$ cat config.mk
export PLATFORM = sky130hd
export DESIGN_NAME = node_seq
export DESIGN_NICKNAME = d
export VERILOG_FILES = /design/src/rtl/nn_pkg.sv /design/src/rtl/argmax_tracker.sv /design/src/rtl/node_seq.sv
export SDC_FILE = /design/constraint.sdc
export NUM_CORES = 1
export LEC_CHECK = 0
export BUFFER_PORTS_ARGS = -buffer_cell sky130_fd_sc_hd__buf_4
export CORE_UTILIZATION = 50
export DETAILED_ROUTE_END_ITERATION = 8
export PLACE_DENSITY = 0.75
export SYNTH_ARGS = -nofsm -noshare
export SYNTH_HDL_FRONTEND = slang
export SYNTH_SLANG_ARGS = --single-unit
$ cat constraint.sdc
create_clock -name clk -period 2.06 [get_ports clk]
set_input_delay 0.309 -clock clk [delete_from_list [all_inputs] [get_ports clk]]
set_output_delay 0.309 -clock clk [all_outputs]
set_load 0.01 [all_outputs]
$ cat src/rtl/nn_pkg.sv
`default_nettype none
// +----------------------------------------------------------------------+
// | nn_pkg : shared widths, defaults and sequencer state encoding        |
// | Rev 1.0                                                              |
// +----------------------------------------------------------------------+
package nn_pkg;

    localparam int CHUNKS_DEF  = 4;
    localparam int NEURONS_DEF = 10;
    localparam int CHUNK_W     = 128;
    localparam int ACT_W       = 8;

    typedef enum logic [1:0] {
        ST_IDLE  = 2'd0,
        ST_FEED  = 2'd1,
        ST_DRAIN = 2'd2,
        ST_DONE  = 2'd3
    } node_seq_state_t;

endpackage
`default_nettype wire

$ cat src/rtl/argmax_tracker.sv
`default_nettype none
// +----------------------------------------------------------------------+
// | argmax_tracker : running unsigned maximum, lower index wins on ties  |
// | Rev 1.0                                                              |
// +----------------------------------------------------------------------+
module argmax_tracker #(
    parameter int DATA_W = 8,
    parameter int IDX_W  = 4
) (
    input  logic              clk,
    input  logic              rst_n,
    input  logic              clear,
    input  logic              valid,
    input  logic [DATA_W-1:0] data,
    input  logic [IDX_W-1:0]  index,
    output logic [IDX_W-1:0]  max_idx
);

    logic              r_have;
    logic [DATA_W-1:0] r_max;
    logic [IDX_W-1:0]  r_idx;
    logic              w_take;

    // Strict compare keeps the earlier (lower) index on ties.
    assign w_take  = valid && (!r_have || (data > r_max));
    assign max_idx = w_take ? index : r_idx;

    always_ff @(posedge clk or negedge rst_n) begin
        if (!rst_n) begin
            r_have <= 1'b0;
            r_max  <= '0;
            r_idx  <= '0;
        end else if (clear) begin
            r_have <= 1'b0;
            r_max  <= '0;
            r_idx  <= '0;
        end else if (w_take) begin
            r_have <= 1'b1;
            r_max  <= data;
            r_idx  <= index;
        end
    end

endmodule
`default_nettype wire

$ cat src/rtl/node_seq.sv
`default_nettype none
// +----------------------------------------------------------------------+
// | node_seq : time-multiplexes one node_func across a layer's neurons.  |
// | Optional argmax via NODE_SEQ_ARGMAX_EN. Rev 1.0                      |
// +----------------------------------------------------------------------+
module node_seq
    import nn_pkg::*;
#(
    parameter int CHUNKS   = CHUNKS_DEF,
    parameter int NEURONS  = NEURONS_DEF,
    parameter int NODE_LAT = 1,
    parameter int PIX_AW   = 8
) (
    input  logic                               clk,
    input  logic                               rst_n,
    input  logic                               start,
    input  logic [PIX_AW-1:0]                  img_base,
    output logic                               busy,
    output logic                               done,
    output logic [PIX_AW-1:0]                  pix_addr,
    output logic [$clog2(NEURONS*CHUNKS)-1:0]  w_addr,
    output logic [$clog2(NEURONS)-1:0]         b_addr,
    output logic                               node_rst,
    input  logic [ACT_W-1:0]                   node_out,
    output logic                               res_we,
    output logic [$clog2(NEURONS)-1:0]         res_addr,
    output logic [ACT_W-1:0]                   res_data,
    output logic [3:0]                         class_out,
    output logic                               class_valid
);

    localparam int c_CW  = (CHUNKS > 1) ? $clog2(CHUNKS) : 1;
    localparam int c_NW  = $clog2(NEURONS);
    localparam int c_WAW = $clog2(NEURONS*CHUNKS);
    localparam logic [c_CW-1:0] c_CHK_LAST = c_CW'(CHUNKS - 1);
    localparam logic [c_NW-1:0] c_NRN_LAST = c_NW'(NEURONS - 1);

    node_seq_state_t   r_state;
    logic [PIX_AW-1:0] r_img_base;
    logic [c_CW-1:0]   r_chk;
    logic              r_issue;
    logic [NODE_LAT:0] r_tag_last;
    logic [c_NW-1:0]   r_tag_idx [NODE_LAT+1];

`ifdef NODE_SEQ_ARGMAX_EN
    logic            w_start_acc;
    logic [c_NW-1:0] w_max_idx;

    assign w_start_acc = (r_state == ST_IDLE) && start;

    argmax_tracker #(
        .DATA_W (ACT_W),
        .IDX_W  (c_NW)
    ) u_argmax (
        .clk     (clk),
        .rst_n   (rst_n),
        .clear   (w_start_acc),
        .valid   (res_we),
        .data    (res_data),
        .index   (res_addr),
        .max_idx (w_max_idx)
    );
`else
    assign class_out   = 4'd0;
    assign class_valid = 1'b0;
`endif

    // b_addr doubles as the neuron counter; w_addr is simply sequential.
    always_ff @(posedge clk or negedge rst_n) begin
        if (!rst_n) begin
            r_state    <= ST_IDLE;
            r_img_base <= '0;
            r_chk      <= '0;
            r_issue    <= 1'b0;
            r_tag_last <= '0;
            for (int i = 0; i <= NODE_LAT; i++) r_tag_idx[i] <= '0;
            busy       <= 1'b0;
            done       <= 1'b0;
            pix_addr   <= '0;
            w_addr     <= '0;
            b_addr     <= '0;
            node_rst   <= 1'b1;
            res_we     <= 1'b0;
            res_addr   <= '0;
            res_data   <= '0;
`ifdef NODE_SEQ_ARGMAX_EN
            class_out   <= 4'd0;
            class_valid <= 1'b0;
`endif
        end else begin
            // Tag travels alongside the data: stage 0 matches data at the node.
            r_tag_last[0] <= r_issue && (r_chk == c_CHK_LAST);
            r_tag_idx[0]  <= b_addr;
            for (int i = 1; i <= NODE_LAT; i++) begin
                r_tag_last[i] <= r_tag_last[i-1];
                r_tag_idx[i]  <= r_tag_idx[i-1];
            end
            res_we <= r_tag_last[NODE_LAT];
            if (r_tag_last[NODE_LAT]) begin
                res_data <= node_out;
                res_addr <= r_tag_idx[NODE_LAT];
            end
            node_rst <= !r_issue;
            done     <= 1'b0;

            case (r_state)
                ST_IDLE: begin
                    if (start) begin
                        r_state    <= ST_FEED;
                        r_img_base <= img_base;
                        pix_addr   <= img_base;
                        w_addr     <= '0;
                        b_addr     <= '0;
                        r_chk      <= '0;
                        r_issue    <= 1'b1;
                        busy       <= 1'b1;
`ifdef NODE_SEQ_ARGMAX_EN
                        class_out   <= 4'd0;
                        class_valid <= 1'b0;
`endif
                    end
                end
                ST_FEED: begin
                    if ((r_chk == c_CHK_LAST) && (b_addr == c_NRN_LAST)) begin
                        r_state <= ST_DRAIN;
                        r_issue <= 1'b0;
                    end else if (r_chk == c_CHK_LAST) begin
                        r_chk    <= '0;
                        b_addr   <= b_addr + c_NW'(1);
                        pix_addr <= r_img_base;
                        w_addr   <= w_addr + c_WAW'(1);
                    end else begin
                        r_chk    <= r_chk + c_CW'(1);
                        pix_addr <= r_img_base + PIX_AW'(r_chk) + PIX_AW'(1);
                        w_addr   <= w_addr + c_WAW'(1);
                    end
                end
                ST_DRAIN: begin
                    if (res_we && (res_addr == c_NRN_LAST)) begin
                        r_state <= ST_DONE;
                        done    <= 1'b1;
                        busy    <= 1'b0;
`ifdef NODE_SEQ_ARGMAX_EN
                        class_out   <= 4'(w_max_idx);
                        class_valid <= 1'b1;
`endif
                    end
                end
                ST_DONE: r_state <= ST_IDLE;
                default: r_state <= ST_IDLE;
            endcase
        end
    end

endmodule
`default_nettype wire
==> flow_summary.yaml <==
yosys:
  yosys-top-cells-area: "dfrtp_1, mux2_2, ha_1"
  ys_seq_area_frac: 0.548
  ys_types: 45
  synth.largest_area_cell: "dfrtp_1"
  synth-edff-count: 0
  yosysTopAreaCellShare: 0.537
  synth_area_per_cell_um2: 11.6
  synth_warnings: 0
  synth_top_cells_by_count: "dfrtp_1, mux2_2, o21ai_0"
  syn_inst: 225
  syn_area_um2: 2610
  ys_async_sr_fraction: 1.00
  yosysMostFrequentCell: "dfrtp_1"
  synth_flop_cell: "dfrtp_1"
  ys_ff_latch: 57
placement:
  port_buffers: 52
  place_ws_ps: 157
  dp_hpwl_um: 3840
  gp_congestion: 0.785
cts:
  cts_tree: "done"
  cts_sinks: 57
  clock_latency_ps: 340
  htree_levels: 3
  holdBufCountCts: 0
  cts_buffers: 9
  cts_root_buffer: "clkbuf_8"
  clkTransAtPathRegs_ps: 70
  clockBufferDepth: 2
die:
  fp.dieW_um: 74.2
  core_area_um2: 4880
  io_pins: 58
  dieArea_um2: 5510
  rows: 25
  start_util: 0.534
  die_y_um: 74.2
sta:
  setup_tns_ps: 0
  grt_setup_unrepaired: "no"
  maxSlewViolCount: 0
  holdWs_ps: 21.6
  slew_headroom: 0.543
  fin_crit_sh: 0.939
  setup_violations: 0
  fin_crit_ps: 1930
  worst_pin_slew_ps: 685
  max_freq_mhz: 517
  layout_setup_ws_ps: 126
  hold_violations: 0
  finClkSkew_ps: 5.87
cells_and_area:
  drive_gt1_frac: 0.360
  regArea_um2: 1430
  final_nets: 321
  syn2layout_area_growth_pct: 28.4
  multiInputGateArea_um2: 1070
  antennaDiodeCount: 0
  finish.utilization: 0.686
  nFillCells: 388
worst_setup_path:
  crit_chain: "buf_4 -> ha_1 -> and4b_1 -> a21o_1 -> or4_1 -> a21oi_1"
  crit_slowest_cell: "or4_1"
  critPathMaxStageDelay_ps: 520
  start_kind: "flip-flop"
  cp.required_ps: 2320
  cp_max_fo: 9
  crit_path_start: "r_chk[0]$_DFFE_PN0P_"
  r2r_start: "r_chk[0]$_DFFE_PN0P_"
  crit_type: "reg2reg"
  worstPathArrival_ps: 2200
  cp-end-kind: "flip-flop"
global_route:
  grt_pass1_vias: 1896
  grt_antenna_before_repair: 0
  globalRouteOverflowTotal: 0
  grt_max_degree: 58
  grt_usage: 0.215
  grt_pass1_wl_um: 8710
drt:
  drt_iter0_markers: 75
  ant_nets: 0
  viasPerCell: 5.38
  num_vias: 1959
  wire_per_inst_um: 14.6
  drc: 0
  wirelength_um: 5300
  drtPass1Iterations: 4
pwr:
  netSwitchingFraction: 0.214
  p_total_uw: 2320
  p_per_area_nw_per_um2: 692
  switching_power_uw: 496
  combinationalPowerShare: 0.024
  pwr-share-clk: 0.493
  ir_worst_vdd_mv: 0.433
  p_int_uw: 1820
  power.share.sequential: 0.483
  p_leak_uw: 0.00166
outcome:
  status: "finished, final reports clean"
flow_run:
  drv_cap: 0
hold_path:
  min-delay-path-class: "in2async"
==> cell usage in the layout (no fill, tap or decap), types with 3 or more instances in the layout <==
cell and n:
a21oi_1 16, buf_4 67, clkbuf_8 9, conb_1 5
dfrtp_1 56, ha_1 9, inv_1 12, mux2_2 21
mux2i_1 3, nand2_1 11, nand3_1 4, nor2_1 7
nor2b_1 3, nor3b_1 4, o21ai_0 17, o41ai_1 3
or3_1 4, xor2_1 5
==> through the flow <==
step | instances | instance area, um2
after global routing | 364 | 3350
after floorplan | 229 | 2620
after global placement | 347 | 3120
after detailed placement | 347 | 3120
after CTS | 363 | 3330
final | 364 | 3350
==> cells by family after synthesis <==
logic type	after synthesis	share of synthesized area
flip-flops	57	0.548
multiplexers	24	0.102
AO/OA/AOI/OAI	53	0.127
buffers and inverters	27	0.0504
other	1	0.00144
AND/OR/NAND/NOR	47	0.100
XOR/XNOR	6	0.0202
adder cells (fa/ha/maj)	10	0.0509
==> power groups by stage <==
stage          Combinational, uW  Sequential (uW)  Clock (uW)
2_1_floorplan               12.5             1140           0
3_3_place_gp                56.7             1140           0
3_5_place_dp                56.8             1140           0
4_1_cts                     56.9             1120        1160
5_1_grt                     62.7             1120        1220
6_report                    54.9             1120        1140
==> critical path, delay by kind of cell (launching register included) <==
kind	cells	cell delay, ps
buffers and inverters	1	140
DFF	1	380
adders and majority gates	1	200
AOI/OAI and AO/OA	2	420
and+or+nand+nor	2	730
==> registers in the layout, indices dropped and copies added, names as in the netlist <==
name,flops
w_addr,6
b_addr,4
r_issue,1
r_state,2
done,1
r_tag_last,2
res_addr,4
pix_addr,8
r_img_base,8
node_rst,1
res_data,8
busy,1
res_we,1
r_tag_idx,8
r_chk,2
==> metal layers <==
metal | track usage | up-vias | routed length, um
met5 | 0 | - | 0
met4 | 0.0713 | 0 | 118
met3 | 0.0732 | 10 | 275
met2 | 0.369 | 58 | 2690
met1 | 0.256 | 951 | 2210
li1 | - | 940 | -
==> area by class of cell <==
| type | instances | share of cell area |
|---|---|---|
| tap | 67 | 0.0250 |
| clock buffer | 9 | 0.0370 |
| multi-input combinational | 145 | 0.320 |
| inverter | 12 | 0.0135 |
| timing repair buffer | 67 | 0.150 |
| sequential | 57 | 0.426 |
| clock inverter | 7 | 0.0284 |
==> repair_timing <==
action,in CTS,in global routing
gates resized for setup,0,2
endpoints found under the setup margin,0,1
setup buffers,0,1
==> final timing paths <==
path / to / slack [ps] / depth (start not counted)
worst max register to register: w_addr[5]$_DFFE_PN0P_ / 130 / 6
min in group clk: res_data[2]$_DFFE_PN0P_ / 210 / 2
max in group asynchronous: pix_addr[4]$_DFFE_PN0P_ / 1590 / 1
worst min register to register: r_tag_idx[0]$_DFF_PN0_ / 350 / 0
worst max-delay path: w_addr[5]$_DFFE_PN0P_ / 130 / 6
worst min-delay path: res_addr[0]$_DFFE_PN0P_ / 20 / 1
Power figures use the tool's default switching activity.
